## src/rtl/wb_port_arbiter.sv

```systemverilog
// Round-robin arbiter sharing the register-file writeback port among NUM_UNITS
// execution units; grants combinationally, presents the winner one cycle later.
module wb_port_arbiter #(
  parameter int NUM_UNITS = 4,
  parameter int XLEN      = 32,
  parameter int ID_W      = 2
) (
  input  logic                              clk,
  input  logic                              rst,
  input  logic                              flush,
  input  logic [NUM_UNITS-1:0]              done,
  input  logic [NUM_UNITS*5-1:0]            unit_rd_addr,
  input  logic [NUM_UNITS*XLEN-1:0]         unit_rd_data,
  input  logic [NUM_UNITS*ID_W-1:0]         unit_id,
  output logic [NUM_UNITS-1:0]              ack,
  output logic                              valid_write,
  output logic [4:0]                        rd_addr,
  output logic [XLEN-1:0]                   rd_data,
  output logic [ID_W-1:0]                   id,
  output logic [$clog2(NUM_UNITS)-1:0]      rr_ptr
);

  localparam int PTR_W = $clog2(NUM_UNITS);
  localparam logic [PTR_W:0]   NUM_P = (PTR_W+1)'(NUM_UNITS);
  localparam logic [PTR_W-1:0] LAST_P = PTR_W'(NUM_UNITS - 1);

  logic [PTR_W-1:0]     rr_ptr_r;
  logic                 valid_write_r;
  logic [4:0]           rd_addr_r;
  logic [XLEN-1:0]      rd_data_r;
  logic [ID_W-1:0]      id_r;

  logic                 grant_s;
  logic [PTR_W-1:0]     win_s;
  logic [PTR_W:0]       sum_s;
  logic [PTR_W-1:0]     idx_s;
  logic                 take_s;
  logic [NUM_UNITS-1:0] ack_s;
  logic [4:0]           sel_addr_s;
  logic [XLEN-1:0]      sel_data_s;
  logic [ID_W-1:0]      sel_id_s;
  logic [PTR_W-1:0]     ptr_next_s;

  // Scan from rr_ptr upward (modulo NUM_UNITS) and take the first pending unit
  always_comb begin
    grant_s = 1'b0;
    win_s   = {PTR_W{1'b0}};
    sum_s   = {(PTR_W+1){1'b0}};
    idx_s   = {PTR_W{1'b0}};
    take_s  = 1'b0;
    ack_s   = {NUM_UNITS{1'b0}};
    for (int k = 0; k < NUM_UNITS; k++) begin
      sum_s = {1'b0, rr_ptr_r} + (PTR_W+1)'(k);
      if (sum_s >= NUM_P) begin
        sum_s = sum_s - NUM_P;
      end else begin
        sum_s = sum_s;
      end
      idx_s   = sum_s[PTR_W-1:0];
      take_s  = done[idx_s] & ~flush & ~grant_s;
      win_s   = take_s ? idx_s : win_s;
      grant_s = grant_s | take_s;
    end
    if (grant_s) begin
      ack_s[win_s] = 1'b1;
    end else begin
      ack_s = {NUM_UNITS{1'b0}};
    end
  end

  // One-hot AND-OR mux of the winning unit's completion fields
  always_comb begin
    sel_addr_s = 5'd0;
    sel_data_s = {XLEN{1'b0}};
    sel_id_s   = {ID_W{1'b0}};
    for (int k = 0; k < NUM_UNITS; k++) begin
      sel_addr_s = sel_addr_s | ({5{ack_s[k]}}    & unit_rd_addr[k*5 +: 5]);
      sel_data_s = sel_data_s | ({XLEN{ack_s[k]}} & unit_rd_data[k*XLEN +: XLEN]);
      sel_id_s   = sel_id_s   | ({ID_W{ack_s[k]}} & unit_id[k*ID_W +: ID_W]);
    end
  end

  // Priority moves just past the winner, wrapping at the last unit
  always_comb begin
    if (win_s == LAST_P) begin
      ptr_next_s = {PTR_W{1'b0}};
    end else begin
      ptr_next_s = win_s + PTR_W'(1);
    end
  end

  // Writeback register stage; x0 destinations are consumed without a strobe
  always_ff @(posedge clk or negedge rst) begin
    if (!rst) begin
      rr_ptr_r      <= {PTR_W{1'b0}};
      valid_write_r <= 1'b0;
      rd_addr_r     <= 5'd0;
      rd_data_r     <= {XLEN{1'b0}};
      id_r          <= {ID_W{1'b0}};
    end else if (grant_s) begin
      rr_ptr_r      <= ptr_next_s;
      valid_write_r <= (sel_addr_s != 5'd0);
      rd_addr_r     <= sel_addr_s;
      rd_data_r     <= sel_data_s;
      id_r          <= sel_id_s;
    end else begin
      valid_write_r <= 1'b0;
    end
  end

  // Grants are forced off while reset is held, independent of the clock
  assign ack         = ack_s & {NUM_UNITS{rst}};
  assign valid_write = valid_write_r;
  assign rd_addr     = rd_addr_r;
  assign rd_data     = rd_data_r;
  assign id          = id_r;
  assign rr_ptr      = rr_ptr_r;

endmodule

```

## config.mk

```make
export PLATFORM = sky130hd
export DESIGN_NAME = wb_port_arbiter
export DESIGN_NICKNAME = d
export VERILOG_FILES = /design/src/rtl/wb_port_arbiter.sv
export SDC_FILE = /design/constraint.sdc
export NUM_CORES = 1
export LEC_CHECK = 0
export ABC_CLOCK_PERIOD_IN_PS = 5800
export CAP_MARGIN = 20
export CORE_MARGIN = 5
export CORE_UTILIZATION = 35
export DETAILED_ROUTE_END_ITERATION = 16
export PLACE_DENSITY = 0.95
export SLEW_MARGIN = 30
export SYNTH_ARGS = -nofsm -noshare
export SYNTH_HDL_FRONTEND = slang
export SYNTH_SLANG_ARGS = --single-unit
```

## constraint.sdc

```tcl
create_clock -name clk -period 5.8 [get_ports clk]
set_input_delay 0.58 -clock clk [delete_from_list [all_inputs] [get_ports clk]]
set_output_delay 0.58 -clock clk [all_outputs]
set_load 0.03 [all_outputs]
```

After elaboration in Yosys (flattened, before gate mapping):

Cells that the tools add are included.

* bits in registers: 42
* input port bits: 163
* logic and storage cells: 83

* add/subtract/negate cells: 8
* magnitude comparators: 10
* eq/ne operators: 1
* muxes and demuxes: 21
* bitwise operators: 36
* reductions and logical operators: 2

Operators by type and width (number)
* $and 32x32->32: 4
* $or 32x32->32: 3
* $and 5x5->5: 4
* $mux 2: 9
* $lt 2x3->1 const B: 5
* $or 5x5->5: 3
* $ge 3x3->1 const B: 3
* $and 2x2->2: 4
* $bmux 1 s2: 4
* $sub 2x1->2 const B: 4
* $and 1x1->1: 7
* $add 2x2->3 const B: 2
* $mux 1: 6
* $or 2x2->2: 3
* $reduce_bool 5->1: 1
* $and 4x4->4: 1
* $mux 4: 1
* $not 1->1: 4
* $add 2x1->3 const B: 1
* $ge 2x3->1 const B: 1
* $or 1x1->1: 3
* $add 2x1->2 const B: 1
* $demux 1 s2: 1
* $eq 2x2->1 const B: 1
* other kinds (2): 2

Longest topological paths before layout:

* word-level depth: 25
* gate-level depth with buffers: 9
* mapped depth without buffers: 9

Least setup slack after synthesis:

Ideal clock, no wire load.

* kind: input port to output port
* start: input port done[0]
* end: output port ack[3]
* data arrival time: 2.346 ns
* setup slack: 2.874 ns
* cell stages on the path: 7
* path through: nor2b_1 -> or3_1 -> a211oi_2 -> ha_1 -> buf_4 -> clkbuf_1 -> and3_1

* longest elaborated chain between the ends: 18

Ends and longest elaborated chain
* start: declaration: RTL line 11 `input logic [NUM_UNITS-1:0] done,`
* $bmux 1 s2: RTL line 60 `take_s = done[idx_s] & ~flush & ~grant_s;`
* $mux 1 (implied by the code): RTL line 60
* $and 1x1->1: RTL line 60
* $not 1->1: RTL line 60
* $and 1x1->1: RTL line 60
* $or 1x1->1: RTL line 62 `grant_s = grant_s | take_s;`
* $not 1->1: RTL line 60
* $and 1x1->1: RTL line 60
* [2 not listed]
* $and 1x1->1: RTL line 60
* $mux 2: RTL line 61 `win_s = take_s ? idx_s : win_s;`
* $lt 2x3->1 (implied by the code) / $ge 2x1->1 (equally long branches): RTL line 65 `ack_s[win_s] = 1'b1;`
* $logic_and 1x1->1 (implied by the code): RTL line 65
* $mux 1 (implied by the code): RTL line 65
* $demux 1 s2: RTL line 65
* $mux 4 (*): RTL line 64 `if (grant_s) begin`
* $and 4x4->4 (*): RTL line 112 `assign ack = ack_s & {NUM_UNITS{rst}};`
* end: declaration: RTL line 15 `output logic [NUM_UNITS-1:0] ack,`

Mark *: on every way between the ends. The rest lies on a longest branch, timed or not. The select of a mux whose other input is x is not followed.

Worst setup path after layout:

* start: input port done[0]
* end: output port ack[2]

Same word-level chain as after synthesis.

==> summary.md <==
| Metric | Value |
|---|---|
| Status | completed |
| Inserted Diodes | 0 |
| Xor/xnor cell area share of the yosys netlist | 0% |
| Finished Core Util | 68.7% |
| Mux contribution to synthesized area | 0.462% |
| EDFF count, synth | 0 |
| Total die area | 8740 um^2 |
| Worst endpoint data arrival time | 3040 ps |
| CTS resizes | 0 |
| Slew margin rel. | 62.8% |
| First-pass GRT wire length | 16,100 um |
| Placed insts | 546 |
| Worst Clk Skew | 9.58 ps |
| R2R Setup Slk | 2950 ps |
| Die height | 93.5 um |
| CP max stage cell | clkdlybuf4s50_1 |
| Non-Filler Instances | 555 |
| Vias per Instance | 5.55 |
| Flops & latches, synth | 42 |
| Worst setup path class | in2out |
| Post-Synthesis Cells | 262 |
| Final setup margin | 2180 ps |
| Leakage | 1.75 nW |
| Vias | 3,079 |
| Final period util | 62.5% |
| Setup Fix Bufs, Post-CTS | 0 |
| Drt wl/cell | 19.2 um |
| Largest net degree at the start of global routing | 47 |
| CTS Sinks | 42 |
| Hold_ws | 357 ps |
| Most frequent CP cell | clkdlybuf4s50_1 |
| Ys flop type | dfrtp_1 |
| Core Footprint | 6790 um^2 |
| Post-Syn Area | 2440 um^2 |
| Layout cells sized above 1 | 4.14% |
| Synth top area share | 43.1% |
| Setup violations, final | 0 |
| RSZ-0062 raised after global routing | no |
| Final Cell Area | 4670 um^2 |
| Commonest cells after routing, fill and taps aside | 207 x clkdlybuf4s50_1, 72 x a22oi_1, 42 x nor2_1, 42 x dfrtp_1, 36 x a31oi_1 |
| Register area share after synthesis | 43.1% |
| Post-synth ARST share | 100% |
| Post-synthesis adder-cell area fraction | 2.05% |
| Drt pass-1 iters | 4 |
| Final TNS setup | 0 ps |
| Ys Warns | 0 |
| Crit-path cells | clkdlybuf4s50_1 > nor2b_1 > or3_1 > a211oi_2 > inv_1 > ha_1 > and3_1 > clkdlybuf4s50_1 |
| F_max | 0.276 GHz |
| Die X | 93.5 um |
| Initial antenna violation count | 0 |
| Critical path peak fanout | 5 |
| Buffers added on ports | 208 |
| Compound-cell area share of the yosys netlist | 36.9% |
| DRC viols | 0 |
| CP delay by family, top | buffers and inverters |
| Synth cell types | 30 |
| WP buf/inv | 3 |
| # IOs | 209 |
| Syn nets | 429 |
| Fill count | 554 |
| CTS max path bufs | 2 |
| Placed Area | 4550 um^2 |
| Hpwl dp | 8310 um |
| Final Power | 1.45 mW |
| Main combinational cell family by area after synthesis | compound AO/OA/AOI/OAI gates |
| Max H-tree Level | 2 |
| CTS buffer count | 5 |
| Post-Synth Simple-Gate Area | 11.3% |
| Vias in the first global route | 3,171 |
| Most common cell after layout, fill and taps aside | clkdlybuf4s50_1 |
| GRT Total Usage | 23.5% |
| Least-Margin Pin Slew | 558 ps |
| Dominant cell type by area after synthesis | dfrtp_1 |
| Startpoint Class | input pin |
| Max rail drop VDD | 142 uV |
| Worst setup EP type | primary output |
| Row Count | 30 |
| CTS tree | done |
| Critical path's largest stage delay | 600 ps |
| Starting DRC count in detailed routing | 113 |
| Largest cells by area after synthesis | dfrtp_1 43%, a22oi_1 22%, a31oi_1 9.2% |
| Global route overflow | 0 |
| Slew Viols, Final | 0 |
| Final wirelength | 10,700 um |
| Syn avg cell area | 9.31 um^2 |
| Area delta synth->final | 91.4% |
| Fin. Hold Viols | 0 |
| Pre-CTS setup slack | 2160 ps |
| Max Cap Viol | 0 |
| Crit path time final | 3620 ps |
| Sequential cell area | 1050 um^2 |
| Gpl congestion | 0.868 |
| Final #Nets | 625 |
| Area occupied by multi-input gates | 1240 um^2 |
| Min-delay worst type | in2async |
| Antenna viol nets, final | 0 |
| Initial Util | 35.9% |
| Hold-fix buffers at CTS | 0 |
| Clk_lat worst skew | 290 ps |
| Worst-path clk slew | 80 ps |
| Power per cell area | 310 nW/um^2 |
| Critical path required time | 5220 ps |
| Clk Tree Root Cell | clkbuf_8 |
==> layer usage <==
metal  part of all wire, %  global-route usage (%)
met1                    35                    24.9
met2                    55                    45.1
met3                   7.5                    5.15
met4                   2.1                    7.69
met5                     0                       0
==> kinds of logic (layout without fill, tap and decap cells) <==
family          after synthesis  in the layout
compound gates              126            126
fa+ha+maj                     4              4
buf+inv                      28            225
flops                        42             42
mux                           1              1
simple gates                 61             61
==> worst paths after layout <==
path | cells after the start | from | to
setup reg to reg | 10 | rr_ptr[1]$_DFFE_PN0N_ | valid_write$_DFF_PN0_
max in group asynchronous | 2 | rst | rd_data[18]$_DFFE_PN0N_
hold reg to reg | 2 | rd_data[4]$_DFFE_PN0N_ | rd_data[4]$_DFFE_PN0N_
hold / removal | 2 | rst | rd_data[28]$_DFFE_PN0N_
setup / recovery | 8 | done[0] | ack[2]
min in group clk | 2 | rd_data[4]$_DFFE_PN0N_ | rd_data[4]$_DFFE_PN0N_
==> sequential cells by signal, summed over array words and instances (netlist names) <==
register	flops
rd_data	32
rd_addr	5
id	2
rr_ptr	2
valid_write	1
==> synthesized netlist by cell type (2+ instances only) <==
| library cell | number |
|---|---|
| a221oi_1 | 3 |
| clkbuf_1 | 8 |
| nand2b_1 | 3 |
| a31oi_1 | 36 |
| a21oi_1 | 5 |
| ha_1 | 4 |
| inv_1 | 2 |
| buf_2 | 12 |
| nand3_1 | 2 |
| dfrtp_1 | 42 |
| a22o_1 | 3 |
| and3_1 | 5 |
| or3_1 | 2 |
| a22oi_1 | 72 |
| buf_4 | 4 |
| nor2_1 | 42 |
| nor2b_1 | 3 |
| buf_6 | 2 |
==> power breakdown <==
part	internal (mW)	switching, mW
clock network	0.0957	0.0988
registers	0.376	0.0600
logic	0.378	0.438
==> area by class of cell <==
class | instances | share of cell area, %
Inverter | 2 | 0.161
Clock buffer | 6 | 1.77
Multi-Input combinational cell | 192 | 26.7
Timing Repair Buffer | 215 | 46.0
Tap cell | 96 | 2.57
Clock inverter | 2 | 0.268
Sequential cell | 42 | 22.5
Power figures use the tool's default switching activity.
